## src/rtl/riscv_pkg.sv

```systemverilog
// Shared RISC-V definitions for the front end.
//   XLEN             : architectural register / address width
//   DEFAULT_RESET_PC : fetch address used after reset unless overridden
//   fetch_state_e    : instruction fetch FSM encoding
//   OPC_*            : major opcodes (instr[6:0]) shared with main_decoder
package riscv_pkg;

    localparam int unsigned XLEN = 32;

    localparam logic [XLEN-1:0] DEFAULT_RESET_PC = 32'h0000_0000;

    typedef enum logic [1:0] {
        FetchIdle  = 2'd0,
        FetchWait  = 2'd1,
        FetchFlush = 2'd2
    } fetch_state_e;

    localparam logic [6:0] OPC_LOAD   = 7'b000_0011;
    localparam logic [6:0] OPC_OP_IMM = 7'b001_0011;
    localparam logic [6:0] OPC_AUIPC  = 7'b001_0111;
    localparam logic [6:0] OPC_STORE  = 7'b010_0011;
    localparam logic [6:0] OPC_OP     = 7'b011_0011;
    localparam logic [6:0] OPC_LUI    = 7'b011_0111;
    localparam logic [6:0] OPC_BRANCH = 7'b110_0011;
    localparam logic [6:0] OPC_JALR   = 7'b110_0111;
    localparam logic [6:0] OPC_JAL    = 7'b110_1111;
    localparam logic [6:0] OPC_SYSTEM = 7'b111_0011;

endpackage

```

## src/rtl/fetch_fifo.sv

```systemverilog
// Small synchronous FIFO holding fetched {pc, instr} entries.
//   clk_i, rst_i : clock, synchronous active-high reset
//   flush_i      : discard all entries (wins over push/pop)
//   push_i       : write wdata_i (ignored when full)
//   pop_i        : drop head entry (ignored when empty)
//   rdata_o      : head entry
//   count_o      : number of valid entries
//   empty_o      : no valid entries
module fetch_fifo #(
    parameter int unsigned DEPTH = 2,
    parameter int unsigned WIDTH = 64,
    localparam int unsigned PTR_W = $clog2(DEPTH),
    localparam int unsigned CNT_W = $clog2(DEPTH + 1)
) (
    input  logic             clk_i,
    input  logic             rst_i,
    input  logic             flush_i,
    input  logic             push_i,
    input  logic [WIDTH-1:0] wdata_i,
    input  logic             pop_i,
    output logic [WIDTH-1:0] rdata_o,
    output logic [CNT_W-1:0] count_o,
    output logic             empty_o
);

    logic [WIDTH-1:0] mem_q [DEPTH];
    logic [WIDTH-1:0] mem_d [DEPTH];
    logic [PTR_W-1:0] rd_ptr_q, rd_ptr_d;
    logic [PTR_W-1:0] wr_ptr_q, wr_ptr_d;
    logic [CNT_W-1:0] count_q, count_d;
    logic             full;
    logic             do_push;
    logic             do_pop;

    assign empty_o = (count_q == '0);
    assign full    = (count_q == CNT_W'(DEPTH));
    assign do_push = push_i && !full;
    assign do_pop  = pop_i && !empty_o;
    assign rdata_o = mem_q[rd_ptr_q];
    assign count_o = count_q;

    // DEPTH is a power of two, so pointers wrap naturally.
    always_comb begin
        mem_d    = mem_q;
        rd_ptr_d = rd_ptr_q;
        wr_ptr_d = wr_ptr_q;
        count_d  = count_q;
        if (flush_i) begin
            rd_ptr_d = '0;
            wr_ptr_d = '0;
            count_d  = '0;
        end else begin
            if (do_push) begin
                mem_d[wr_ptr_q] = wdata_i;
                wr_ptr_d        = wr_ptr_q + PTR_W'(1);
            end
            if (do_pop) begin
                rd_ptr_d = rd_ptr_q + PTR_W'(1);
            end
            case ({do_push, do_pop})
                2'b10:   count_d = count_q + CNT_W'(1);
                2'b01:   count_d = count_q - CNT_W'(1);
                default: count_d = count_q;
            endcase
        end
    end

    always_ff @(posedge clk_i) begin
        if (rst_i) begin
            mem_q    <= '{default: '0};
            rd_ptr_q <= '0;
            wr_ptr_q <= '0;
            count_q  <= '0;
        end else begin
            mem_q    <= mem_d;
            rd_ptr_q <= rd_ptr_d;
            wr_ptr_q <= wr_ptr_d;
            count_q  <= count_d;
        end
    end

endmodule

```

## src/rtl/ifetch_unit.sv

```systemverilog
// Instruction fetch unit: issues one word fetch at a time to instruction
// memory, buffers returned words in fetch_fifo and hands them to decode.
//   clk_i, rst_i              : clock, synchronous active-high reset
//   imem_req_o/addr_o/gnt_i   : request channel to instruction memory
//   imem_rvalid_i/rdata_i     : response channel (one response per grant)
//   redirect_i/redirect_pc_i  : taken control transfer, flush and refetch
//   instr_valid_o/instr_o/instr_pc_o/instr_ready_i : handshake to decode
//   misalign_o                : sticky flag, last redirect target misaligned
module ifetch_unit
    import riscv_pkg::*;
#(
    parameter logic [31:0] RESET_PC  = DEFAULT_RESET_PC,
    parameter int unsigned BUF_DEPTH = 2
) (
    input  logic        clk_i,
    input  logic        rst_i,
    output logic        imem_req_o,
    output logic [31:0] imem_addr_o,
    input  logic        imem_gnt_i,
    input  logic        imem_rvalid_i,
    input  logic [31:0] imem_rdata_i,
    input  logic        redirect_i,
    input  logic [31:0] redirect_pc_i,
    output logic        instr_valid_o,
    output logic [31:0] instr_o,
    output logic [31:0] instr_pc_o,
    input  logic        instr_ready_i,
    output logic        misalign_o
);

    localparam int unsigned CNT_W = $clog2(BUF_DEPTH + 1);

    fetch_state_e     state_q, state_d;
    logic [31:0]      pc_q, pc_d;
    logic [31:0]      pend_pc_q, pend_pc_d;
    logic             misalign_q, misalign_d;

    logic [CNT_W-1:0] count;
    logic             empty;
    logic [63:0]      head;
    logic             push;
    logic             pop;

    fetch_fifo #(
        .DEPTH (BUF_DEPTH),
        .WIDTH (64)
    ) u_fetch_fifo (
        .clk_i   (clk_i),
        .rst_i   (rst_i),
        .flush_i (redirect_i),
        .push_i  (push),
        .wdata_i ({pend_pc_q, imem_rdata_i}),
        .pop_i   (pop),
        .rdata_o (head),
        .count_o (count),
        .empty_o (empty)
    );

    // The buffer only grows in WAIT, so the request stays stable until granted
    // unless a redirect moves the fetch pc.
    assign imem_req_o    = (state_q == FetchIdle) && (count < CNT_W'(BUF_DEPTH)) && !misalign_q;
    assign imem_addr_o   = pc_q;
    assign instr_valid_o = !empty;
    assign instr_o       = head[31:0];
    assign instr_pc_o    = head[63:32];
    assign misalign_o    = misalign_q;

    // Redirect also drives the FIFO flush, which overrides these.
    assign push = (state_q == FetchWait) && imem_rvalid_i;
    assign pop  = instr_valid_o && instr_ready_i;

    always_comb begin
        state_d    = state_q;
        pc_d       = pc_q;
        pend_pc_d  = pend_pc_q;
        misalign_d = misalign_q;

        case (state_q)
            FetchIdle: begin
                if (imem_req_o && imem_gnt_i) begin
                    pend_pc_d = pc_q;
                    pc_d      = pc_q + 32'd4;
                    state_d   = FetchWait;
                end
            end
            FetchWait, FetchFlush: begin
                if (imem_rvalid_i) begin
                    state_d = FetchIdle;
                end
            end
            default: state_d = FetchIdle;
        endcase

        if (redirect_i) begin
            pc_d       = redirect_pc_i;
            misalign_d = |redirect_pc_i[1:0];
            // A request still in flight must be drained in FLUSH; a response
            // arriving this cycle is dropped by the FIFO flush.
            case (state_q)
                FetchIdle:  state_d = (imem_req_o && imem_gnt_i) ? FetchFlush : FetchIdle;
                FetchWait:  state_d = imem_rvalid_i ? FetchIdle : FetchFlush;
                FetchFlush: state_d = imem_rvalid_i ? FetchIdle : FetchFlush;
                default:    state_d = FetchIdle;
            endcase
        end
    end

    always_ff @(posedge clk_i) begin
        if (rst_i) begin
            state_q    <= FetchIdle;
            pc_q       <= RESET_PC;
            pend_pc_q  <= RESET_PC;
            misalign_q <= 1'b0;
        end else begin
            state_q    <= state_d;
            pc_q       <= pc_d;
            pend_pc_q  <= pend_pc_d;
            misalign_q <= misalign_d;
        end
    end

endmodule

```

## config.mk

```make
export PLATFORM = sky130hd
export DESIGN_NAME = ifetch_unit
export DESIGN_NICKNAME = d
export VERILOG_FILES = /design/src/rtl/riscv_pkg.sv /design/src/rtl/fetch_fifo.sv /design/src/rtl/ifetch_unit.sv
export SDC_FILE = /design/constraint.sdc
export NUM_CORES = 1
export LEC_CHECK = 0
export ABC_AREA = 1
export ABC_CLOCK_PERIOD_IN_PS = 1600
export BUFFER_PORTS_ARGS = -buffer_cell sky130_fd_sc_hd__buf_4
export CAP_MARGIN = 20
export CORE_MARGIN = 2
export CORE_UTILIZATION = 50
export CTS_CLUSTER_SIZE = 10
export DETAILED_ROUTE_END_ITERATION = 10
export PLACE_DENSITY = 0.76
export SLEW_MARGIN = 5
export SYNTH_ARGS = -nofsm -noshare
export SYNTH_HDL_FRONTEND = slang
export SYNTH_SLANG_ARGS = --single-unit
```

## constraint.sdc

```tcl
create_clock -name clk_i -period 1.6 [get_ports clk_i]
set_input_delay 0.24 -clock clk_i [delete_from_list [all_inputs] [get_ports clk_i]]
set_output_delay 0.24 -clock clk_i [all_outputs]
set_load 0.1 [all_outputs]
```

* Word level (Yosys, flattened, before mapping)
Index checks and enable logic that the tools add are counted.
** Storage, ports and cells
- Output and inout bits :: 99
- Word-level logic and storage cells :: 68
- Register bits after elaboration :: 199
- Input bits :: 70
** Operators by class
- Muxes and demuxes :: 17
- Equal/unequal tests :: 7
- $add $sub $neg :: 5
- Bitwise operators :: 3
- Reduce and logical (&&, ||, !) cells :: 23
- $lt $le $gt $ge :: 4
** Operators with widths (count)
- $mux 64 :: 4
- $bwmux 128 :: 1
- $mux 32 :: 3
- $demux 64 s1 :: 1
- $add 32x3->32 const B :: 1
- $pmux 2 s2 :: 3
- $mux 2 :: 5
- $logic_and 1x1->1 :: 8
- $reduce_and 2->1 :: 4
- $eq 2x2->1 const B :: 3
- $reduce_bool 2->1 :: 3
- $reduce_or 2->1 :: 3
- $eq 2x1->1 const B :: 2
- $ge 2x2->1 const B :: 2
- $logic_not 2->1 :: 2
- $not 1->2 :: 2
- $logic_not 1->1 :: 3
- $ne 3x1->1 const B :: 1
- $ne 3x2->1 const B :: 1
- $add 1x1->1 const B :: 2
- $add 2x1->2 const B :: 1
- $lt 2x1->1 const B :: 1
- $lt 2x2->1 const B :: 1
- $sub 2x1->2 const B :: 1
- $not 1->1 :: 1

* Longest topological paths before layout
- Depth in word-level cells :: 7
- Gate-level depth with buffers :: 11
- Mapped depth without buffers :: 11

* Cells and area by module
A second synthesis with hierarchy kept.
** Unflattened totals
- Cells, all modules :: 1514
- Area total of the unflattened synthesis :: 9760.6 µm²
** By module, submodules not included
- fetch_fifo :: instances 1, cells an instance 1001, area each 6336.1 µm², seq. area each 2642.5 µm²
- ifetch_unit :: instances 1, cells an instance 513, area each 3424.5 µm², seq. area each 1341.3 µm²

* Worst setup path before layout
OpenSTA, ideal clock, no wires.
- Path kind :: register to output
- From :: reg u_fetch_fifo.rd_ptr_q
- To :: out instr_o[25]
- Path buffers :: 2
- Cell stages (with the launch flop) :: 4
- Required time :: 1.360 ns
- Slack :: -1.458 ns
- Data arrival time :: 2.818 ns
- Cell sequence :: dfxtp_1 > clkbuf_1 > clkbuf_1 > o21ai_0
** Between the ends
- Cells in the longest elaborated chain, start to end :: 4
** RTL lines
- start: declaration :: line fetch_fifo.sv:28 : logic [PTR_W-1:0] rd_ptr_q, rd_ptr_d;
- start signal: assignment :: line fetch_fifo.sv:76 : rd_ptr_q <= rd_ptr_d;
- $not 1->2 (implied by the code) :: line fetch_fifo.sv:39 : assign rdata_o = mem_q[rd_ptr_q];
- $mux 64 (implied by the code) (3 in a row) :: line fetch_fifo.sv:39
- end: declaration :: line ifetch_unit.sv:25 : output logic [31:0] instr_o,
No other way between the ends. The select of a mux whose other input is x is not followed.

* Worst setup path in the final report
- From :: reg u_fetch_fifo.rd_ptr_q
- To :: out instr_pc_o[16]
** Between the ends
- Cells in the longest elaborated chain, start to end :: 4
** RTL lines
- $not 1->2 (implied by the code) :: line fetch_fifo.sv:39
- $mux 64 (implied by the code) (3 in a row) :: line fetch_fifo.sv:39
- end: declaration :: line ifetch_unit.sv:26 : output logic [31:0] instr_pc_o,
No other way between the ends. The select of a mux whose other input is x is not followed.

==> flow_summary.toml <==
[status]
status = "finished with violations"
violations = "setup timing"

[timing]
layout_min_cycle_time_ns = 1.85
finalSetupViolCount = 166
clock_skew_ns = 0.0110
finalHoldViolations = 0
fmax_mhz = 541
hold_slack_ns = 0.0152
layout_setup_ws_ns = -0.247
tns_ns = -17.82
rsz0062_at_grt = "true"
maxSlewHeadroom_pct = 58.0
drv_slew = 0
tightest_slew_ns = 0.630
post-route-period-util_pct = 115

[cts]
cts-htree-levels = 4
cts_tree = "done"
clk_latency_ns = 0.44
cts-buffers-inserted = 17
clockBufferDepth = 2
path_clk_slew_ns = 0.07
root_buffer = "clkbuf_16"
postCtsHoldBufs = 0
cts_sinks = 199

[final_layout]
design_area_um2 = 14400
layout_common_cells = "nand2_1, dfxtp_1, nor2_1, buf_4, inv_1"
antennaDiodeCount = 0
fin_nets = 1511
post-route-util_pct = 83.8
area_growth_pct = 64.9
n_fill_cell = 866
mostFrequentLayoutCell = "nand2_1"
drive_above_1_share_pct = 40.3

[min_path]
holdCritPathClass = "in -> reg"
worstHoldStart = "redirect_pc_i[0]"
hold_depth = 3

[synthesis]
yosys.area_share.adder_pct = 0.717
synthSimpleGateAreaFrac_pct = 21.7
synth_compound_area_share_pct = 21.7
ys_seq_elements = 199
syn-cell-area_um2 = 8720
synth_top_cell_area_share_pct = 45.7
synth_top_family_by_area = "compound AO/OA/AOI/OAI gates"
yosysSeqAreaShare_pct = 45.7
ys_types = 30
synth.avg_cell_area_um2 = 7.05
synthXorXnorAreaFrac_pct = 0.301
synth_largest_area_cell = "dfxtp_1"
synthTopCellsByArea = "dfxtp_1, o21ai_0, nand2_1"
ys_warn_count = 0
synth_mux_area_share_pct = 0
synthCells = 1238
synth_nets = 1313

[detailed_routing]
wl_um = 35700
drc = 0
wl_per_cell_um = 21.3
drtIter0Drc = 960
postRouteAntennaNets = 0
avgViaCountPerCell = 5.97
firstDrtPassIters = 6
vias = 9981

[die]
dieArea_um2 = 18500
chipHeight_um = 136
num_rows = 48
io_pins = 169
initial_core_util_pct = 50.8
core_um2 = 17200
dieWidth_um = 136

[setup_path]
endpoint_kind = "primary output"
worstPathMaxFanout = 11
start_kind = "flop"
crit_start = "u_fetch_fifo.rd_ptr_q"
r2r_cells = 12
r2r-start = "state_q[0]"
arrival_ns = 1.61
path_class = "reg -> out"
crit_required_ns = 1.36

[place]
gp_congestion = 0.922
dpl_worst_slack_ns = -0.0169
port_buffers = 168
place_area_um2 = 10900
place_hpwl_um = 15700

[power_and_ir_drop]
power_density_nw_per_um2 = 824
peakVddDrop_uv = 838
leakagePower_nw = 5.83

[global_route]
grt_pass1_wl_um = 42400
track_usage_pct = 28.8
antenna_found_initial = 0
overflow = 0
grt_pass1_vias = 8662
grt_max_degree = 96

[run]
cap_violations = 0
==> through the flow <==
step	instances	total power [mW]
global route	1673	12.1
global placement	1590	7.02
detailed placement	1590	7.05
floorplan	1238	6.54
finish	1673	11.9
CTS	1637	11.4
==> report_power, final <==
part	leakage [nW]	switching, mW	internal [mW]
sequential	1.63	0.179	5.11
combinational	3.91	1.47	0.792
clock	0.287	1.89	2.42
total	5.83	3.54	8.32
==> critical path: stages, from the launching register on <==
cell and delay (ns):
dfxtp_4 0.40, buf_12 0.17, buf_16 0.18, o21ai_4 0.20, buf_12 0.20
==> path summary, 6_finish.rpt <==
| kind | to | slack (ns) |
|---|---|---|
| max | instr_pc_o[16] | -0.25 |
| min | imem_addr_o[0] | 0.02 |
| min reg2reg | imem_addr_o[0] | 0.49 |
| max reg2reg | u_fetch_fifo.count_o[1] | -0.17 |
==> Yosys cell counts <==
cell and n:
nand2_1 216, clkinv_1 1, inv_1 117, a21oi_1 119, nand2_4 1, or2_2 1, buf_2 29, o21ai_0 225
o32ai_1 1, xnor2_1 2, nor2_2 6, nand3b_1 2, nand3_4 1, nand3_1 43, clkbuf_1 36, o211ai_1 1
o21ai_1 17, inv_2 12, a31oi_1 10, xor2_1 1, nand2_2 8, nor2_1 160, nand4_1 5, a21oi_2 1
buf_6 6, nor3_1 1, buf_4 4, dfxtp_1 199, nor2_4 8, ha_1 5
==> registers in the layout, indices dropped and copies added, names as in the netlist <==
register	count
imem_addr_o	32
u_fetch_fifo.mem_q	128
u_fetch_fifo.wr_ptr_q	1
misalign_o	1
pend_pc_q	32
u_fetch_fifo.count_o	2
state_q	2
u_fetch_fifo.rd_ptr_q	1
==> layout make-up <==
| cell class | count | area (µm²) | area share (%) |
|---|---|---|---|
| clock buffers | 23 | 478 | 3.32 |
| clock inverters | 8 | 97.6 | 0.678 |
| inverters | 130 | 514 | 3.57 |
| multi-input cells | 834 | 5390 | 37.4 |
| flip-flops and latches | 199 | 4060 | 28.2 |
| well taps | 225 | 282 | 1.96 |
| repair buffers | 253 | 3560 | 24.8 |
| repair inverters | 1 | 11.3 | 0.0783 |
==> cell families (layout without fill, tap and decap cells) <==
family          count (synthesis)  count (layout)
fa+ha+maj                       5               5
flops                         199             199
xor+xnor                        3               3
simple gates                  452             452
buf+inv                       205             415
compound gates                374             374
==> layer usage <==
metal | routed length, µm | vias to the layer above | track usage, %
met5 | 0 | - | 0
met4 | 2150 | 0 | 10.7
met3 | 3210 | 188 | 4.36
met2 | 17300 | 694 | 50.6
met1 | 13000 | 4670 | 35.8
li1 | - | 4429 | -
==> what timing repair did <==
action | CTS | global route
pin swaps | 16 | 50
endpoints found under the hold margin | 0 | 0
gates cloned | 11 | 23
buffers inserted | 5 | 14
setup endpoints to repair | 67 | 209
gates resized for setup | 265 | 295
(Power assumes the default switching activity.)
